**config.mk**
```make
export PLATFORM = sky130hd
export DESIGN_NAME = program_memory_fetch
export DESIGN_NICKNAME = d
export VERILOG_FILES = /design/src/rtl/program_memory_fetch.sv
export SDC_FILE = /design/constraint.sdc
export NUM_CORES = 2
export LEC_CHECK = 0
export ABC_CLOCK_PERIOD_IN_PS = 3600
export BUFFER_PORTS_ARGS = -buffer_cell sky130_fd_sc_hd__buf_4
export CAP_MARGIN = 5
export CORE_ASPECT_RATIO = 1.25
export CORE_MARGIN = 4
export CORE_UTILIZATION = 45
export DETAILED_ROUTE_END_ITERATION = 16
export PLACE_DENSITY = 0.71
export SYNTH_ARGS = -nofsm -noshare
export SYNTH_HDL_FRONTEND = slang
export SYNTH_SLANG_ARGS = --single-unit
```
**constraint.sdc**
```tcl
create_clock -name clk -period 3.6 [get_ports clk]
set_input_delay 0.54 -clock clk [delete_from_list [all_inputs] [get_ports clk]]
set_output_delay 0.54 -clock clk [all_outputs]
set_load 0.005 [all_outputs]
```
**src/rtl/program_memory_fetch.sv**
```systemverilog
// Program memory with a fetch responder and a sequential boot loader.
// Fetches return a registered word two edges after the request is accepted;
// the boot loader fills memory from address 0 while load_en is held.
module program_memory_fetch #(
  parameter int DATA_W = 16,
  parameter int ADDR_W = 8
) (
  input  logic              clk,
  input  logic              reset,
  input  logic [ADDR_W-1:0] addr,
  input  logic              fetch_req,
  output logic [DATA_W-1:0] instr,
  output logic              instr_valid,
  output logic              busy,
  input  logic              load_en,
  input  logic              load_valid,
  input  logic [DATA_W-1:0] load_data,
  output logic [ADDR_W:0]   load_count,
  output logic              load_done
);

  localparam int DEPTH = 1 << ADDR_W;
  localparam logic [ADDR_W:0] COUNT_MAX = (ADDR_W+1)'(DEPTH);

  typedef enum logic [2:0] {
    IDLE,
    FETCH1,
    FETCH2,
    READY,
    LOAD
  } state_t;

  state_t state, state_next;

  logic [DATA_W-1:0] mem [DEPTH];
  logic [ADDR_W-1:0] addr_q;
  logic [DATA_W-1:0] rd_q;
  logic [ADDR_W-1:0] wptr;

  logic can_start;
  logic enter_load;
  logic accept_fetch;
  logic do_write;

  assign can_start    = (state == IDLE) || (state == READY);
  assign enter_load   = can_start && load_en;
  assign accept_fetch = can_start && !load_en && fetch_req;
  // A word on the closing edge (load_en low) is dropped, as is anything under reset.
  assign do_write     = !reset && (state == LOAD) && load_en && load_valid;

  // State register
  always_ff @(posedge clk) begin
    if (reset) state <= IDLE;
    else       state <= state_next;
  end

  // Next-state logic; load requests win over fetch requests when idle
  always_comb begin
    state_next = state;
    unique case (state)
      IDLE, READY: begin
        if (load_en)        state_next = LOAD;
        else if (fetch_req) state_next = FETCH1;
      end
      FETCH1:  state_next = FETCH2;
      FETCH2:  state_next = READY;
      LOAD:    if (!load_en) state_next = IDLE;
      default: state_next = IDLE;
    endcase
  end

  // Output decode
  always_comb begin
    busy = (state == FETCH1) || (state == FETCH2) || (state == LOAD);
  end

  // Memory array: write port for the loader, synchronous read during FETCH1
  always_ff @(posedge clk) begin
    if (do_write)         mem[wptr] <= load_data;
    if (state == FETCH1)  rd_q      <= mem[addr_q];
  end

  // Fetch and load datapath registers
  always_ff @(posedge clk) begin
    if (reset) begin
      addr_q      <= '0;
      instr       <= '0;
      instr_valid <= 1'b0;
      load_count  <= '0;
      load_done   <= 1'b0;
      wptr        <= '0;
    end else begin
      load_done <= 1'b0;
      if (accept_fetch) begin
        addr_q      <= addr;
        instr_valid <= 1'b0;
      end
      if (state == FETCH2) begin
        instr       <= rd_q;
        instr_valid <= 1'b1;
      end
      if (enter_load) begin
        wptr        <= '0;
        load_count  <= '0;
        instr_valid <= 1'b0;
      end
      if (state == LOAD) begin
        if (!load_en) begin
          load_done <= 1'b1;
        end else if (load_valid) begin
          wptr <= wptr + 1'b1;
          if (load_count != COUNT_MAX) load_count <= load_count + 1'b1;
        end
      end
    end
  end

endmodule
```
After elaboration in Yosys (flattened, before gate mapping)

Memory sizes are Yosys's and may differ from the RTL's. A register that Yosys moved wholly into a read port is not among the register bits.
Cells that the tools add are included.

Flip-flop bits (word level): 46
Bits in latches: 0
Memory bits (writable): 4096
ROM bits: 0
Bits of input ports: 29
Output and inout port bits: 28
Word-level logic and storage cells: 53
Memories: 1

Memories:

| name | words | width | rd ports | clocked after memory_dff | wr ports | RTL line | RTL |
|---|---|---|---|---|---|---|---|
| mem  | 256   | 16    | 1        | 1                        | 1        | 35       | `logic [DATA_W-1:0] mem [DEPTH];` |

$add $sub $neg: 2
$mul: 0
Divide/modulo/power cells: 0
Magnitude comparators: 0
Eq/ne operators: 7
Shifts and indexed selects: 0
Mux-type cells: 18
Bitwise gates (word level): 1
Reduce and logical (&&, ||, !) cells: 17

Operators by type and width:

| operator                                                               | number |
|---|---|
| 9-bit 2-to-1 mux                                                       | 5 |
| 8-bit 2-to-1 mux                                                       | 4 |
| 3-bit case mux with 4 select lines                                     | 1 |
| 9-bit by 1-bit adder with 9-bit output (second input constant)         | 1 |
| 3-bit 2-to-1 mux                                                       | 3 |
| 9-bit != test (second input constant)                                  | 1 |
| 8-bit by 1-bit adder with 8-bit output (second input constant)         | 1 |
| 3-bit by 2-bit equality test with 1-bit output (second input constant) | 2 |
| 1-bit logical AND                                                      | 6 |
| 2-bit OR reduction                                                     | 3 |
| 1-bit 2-to-1 mux                                                       | 5 |
| 3-bit by 1-bit equality test with 1-bit output (second input constant) | 1 |
| 3-bit equality test (second input constant)                            | 1 |
| 3-bit zero test                                                        | 1 |
| 1-bit logical OR                                                       | 3 |
| 3-bit != test (second input constant)                                  | 1 |
| 1-bit zero test                                                        | 2 |
| 2-bit != test (second input constant)                                  | 1 |
| 2-bit AND reduction                                                    | 1 |
| 2-bit nonzero test                                                     | 1 |
| 1-bit NOT                                                              | 1 |

Longest topological paths before layout

Word-level depth: 8
Mapped depth: 13
Mapped depth without buffers: 8

Worst setup path after synthesis

Ideal clock, no wire load.

Kind: register -> register
Start point: register state[0]
End point: memory mem[208][0], enable pin
Setup time: 0.388 ns
Arrival time: 2.612 ns
Data required time: 3.212 ns
Setup slack: 0.600 ns
Cell stages (with the launch flop): 9
Buffers on the path: 2
Clock period less this slack: 3.000 ns
Path through: dfxtp_1 > nor2_1 > and4_1 > clkbuf_1 > nand2_1 > nor3_1 > nand3_1 > clkbuf_1 > nor2_1

Cells in the longest elaborated chain, start to end: 6

Ends and longest elaborated chain:

| what                                   | RTL line | RTL |
|---|---|---|
| start: declaration                     | 33       | `state_t state, state_next;` |
| start signal: assignment               | 54       | `else state <= state_next;` |
| 3-bit equality test                    | 49       | `assign do_write = !reset && (state == LOAD) && load_en && load_valid;` |
| 1-bit logical AND (3 in a row)         | 49       |  |
| 1-bit 2-to-1 mux                       | 79       | `if (do_write) mem[wptr] <= load_data;` |
| 1-bit 2-to-1 mux (implied by the code) | 79       |  |
| end: declaration                       | 35       |  |

Every way passes these cells.

==> impl_metrics.py <==
metrics = {
    "clock_tree": {
        "cts_tree": "done",
        "clock-root-buffer": "clkbuf_16",
        "cts_buffers": 380,
        "cts.path.max_buffers": 4,
        "clock-sinks": 4158,
        "h-tree-depth": 5,
        "clock_latency_ps": 930,
        "clk_pin_slew_ps": 70,
    },
    "place": {
        "dp.cells": 12720,
        "routabilityCongestion": 1.00,
        "io_buffer_count": 56,
        "dp_hpwl_um": 276000,
    },
    "worst_hold_path": {
        "hold_depth": 3,
        "timing.hold.worst.class": "input pin to flop",
        "min-delay-start": "addr[4]",
        "min_to": "addr_q[4]",
    },
    "die": {
        "die_area_um2": 367000,
        "core_um2": 356000,
        "die_w_um": 543,
        "dieHeight_um": 677,
        "start_util_pct": 45.2,
        "core.rowCount": 245,
        "io_pins": 57,
    },
    "timing": {
        "fin_tns_setup_ps": 0,
        "rsz0062_at_grt": "true",
        "fmax_mhz": 278,
        "slew_headroom_pct": 9.57,
        "setup_viol": 0,
        "skew_ps": 73.2,
        "final_max_slew_viol_count": 0,
        "period_share_pct": 99.8,
        "tightestPinTransition_ps": 1360,
        "min_period_ps": 3590,
        "timing.final.hold_violations": 0,
    },
    "finish": {
        "final_cells": 13435,
        "drive_gt1_share_pct": 27.4,
        "syn2layout_area_growth_pct": 15.0,
        "layout.nets": 8457,
        "finish.utilization_pct": 51.9,
    },
    "logic_synthesis": {
        "syn_nets": 7669,
        "synth.top_cell.area_share_pct": 76.7,
        "ys_seq_elements": 4158,
        "avgSynthCellArea_um2": 21.1,
        "syn_area_um2": 161000,
        "synth-edff-count": 4112,
        "syn_inst": 7634,
        "synth_top_cell_by_area": "edfxtp_1",
        "synthArstFlopShare_pct": 0,
        "synth_cell_types": 64,
        "synth_top_flop_cell": "edfxtp_1",
        "seq_area_frac_synth_pct": 77.3,
        "synth.area.top_cells": "edfxtp_1 (77%), mux4_2 (12%), mux2i_1 (3.0%)",
        "synth.top_cells.by_count": "edfxtp_1 (4112), mux4_2 (876), mux2i_1 (487), nor2_1 (370), nand2_1 (255)",
        "yosysWarnings": 0,
        "yosysMostFrequentCell": "edfxtp_1",
    },
    "worst_setup_path": {
        "setup.worst_path.end_class": "flop",
        "r2r-start": "addr_q[5]",
        "worst-r2r-cell-count": 10,
        "worstPathRequired_ps": 4250,
        "worstSetupPathType": "flop to flop",
        "r2r-end": "rd_q[6]",
        "rrSetupSlack_ps": 8,
        "arrival_ps": 4240,
        "crit_path_start_kind": "flop",
        "cp_max_fo": 12,
    },
    "outcome": {
        "status": "completed",
    },
    "grt": {
        "grt_pass1_wl_um": 631000,
        "track_usage_pct": 23.9,
        "antenna_found_initial": 21,
        "overflow": 0,
        "grt_max_degree": 134,
        "grt_pass1_vias": 84463,
    },
    "detailed_routing": {
        "met2_length_um": 216000,
        "first_pass_iters": 8,
        "wl_met1_um": 150000,
        "drt_iter0_drc": 12174,
        "dr.max_layer_used": "met5",
        "routedWlPerCell_um": 33.0,
        "antenna_left": 0,
        "viasPerCell": 6.22,
        "drc_errors": 0,
        "wl_met3_um": 45000,
        "wl_um": 444000,
        "dr_total_vias": 83500,
    },
    "power": {
        "peakVddDrop_mv": 0.412,
        "power.density_nw_per_um2": 535,
        "p_total_mw": 99.1,
        "p_leak_nw": 57.3,
    },
    "run": {
        "maxCapViolCount": 0,
    },
}
## cells in the final DEF, fill, tap and decap left out, types with 71 or more instances in the layout
master,count
mux4_2,876
mux2i_1,487
nand2_1,244
o22ai_1,174
edfxtp_1,4112
nor2_1,366
clkbuf_16,389
nor3_1,146
buf_4,729
a21oi_1,92
clkinv_1,83
o221ai_1,111
nand3_1,71
buf_12,94
## where the power goes
part	total, mW	switching [mW]	internal (mW)
sequential	53.2	0.0492	53.2
combinational	4.87	3.10	1.77
clock	40.9	17.5	23.4
## worst max-delay path by stage
stage,end,start,slack [ps],depth (start not counted)
floorplan,mem[208][0],state[0],600,8
global placement,rd_q[6],addr_q[0],-1080,9
detailed placement,rd_q[7],addr_q[0],-690,9
CTS,rd_q[9],addr_q[0],0.3,9
global route,rd_q[11],addr_q[0],-20,10
finish,rd_q[6],addr_q[5],8,10
## kinds of logic (layout without fill, tap and decap cells)
family | after synthesis | in the layout | share of synthesized area (%)
AO/OA/AOI/OAI | 591 | 591 | 2.58
XOR/XNOR | 6 | 6 | 0.0327
adder cells (fa/ha/maj) | 6 | 6 | 0.0467
buffers and inverters | 464 | 1563 | 1.64
flip-flops | 4158 | 4158 | 77.3
multiplexers | 1408 | 1408 | 15.6
other | 0 | 9 | 0
AND/OR/NAND/NOR | 1001 | 1001 | 2.79
## sequential cells by signal, indices dropped and copies added, names as in the netlist
signal,flops
addr_q,8
instr,16
instr_valid,1
load_count,9
load_done,1
mem,4096
rd_q,16
state,3
wptr,8
## routing by layer
metal	track usage (%)	up-vias
li1	-	33501
met1	29.8	43639
met2	38.6	5221
met3	4.97	1125
met4	14.4	14
met5	0	-
## area by class of cell
| type | count | area, um^2 |
|---|---|---|
| clock inverter | 238 | 2530 |
| sequential | 4158 | 124000 |
| tap | 4693 | 5870 |
| clock buffer | 455 | 9990 |
| multi-input combinational | 3012 | 34300 |
| timing repair buffer | 861 | 7890 |
| antenna | 9 | 22.5 |
| inverter | 9 | 45.0 |
| fill | 26918 | 171000 |
## stage by stage
step	hold slack (ps)	cell area, um^2	setup WS [ps]
6_report	77.8	185000	8.18
3_3_place_gp	447	172000	-1080
4_1_cts	37.3	185000	0.347
3_5_place_dp	450	172000	-693
2_1_floorplan	453	161000	600
5_1_grt	52.2	185000	-23.3
## critical path: stages, from the launching register on
cell and delay, ps:
dfxtp_1 380, buf_4 250, nand4b_1 740, buf_4 450, nor3_1 640, nor3_1 110
buf_4 210, nand4_1 130, nor3b_1 100, buf_4 160, and3_1 140
## timing repair
action	CTS	global route
resized for setup	32	18
hold buffers	9	0
hold endpoints to repair	22	0
endpoints found under the setup margin	13	30
setup buffers	0	1
cloned	0	2
pin swaps	0	2
No activity file was read; power rests on OpenSTA's default activity.
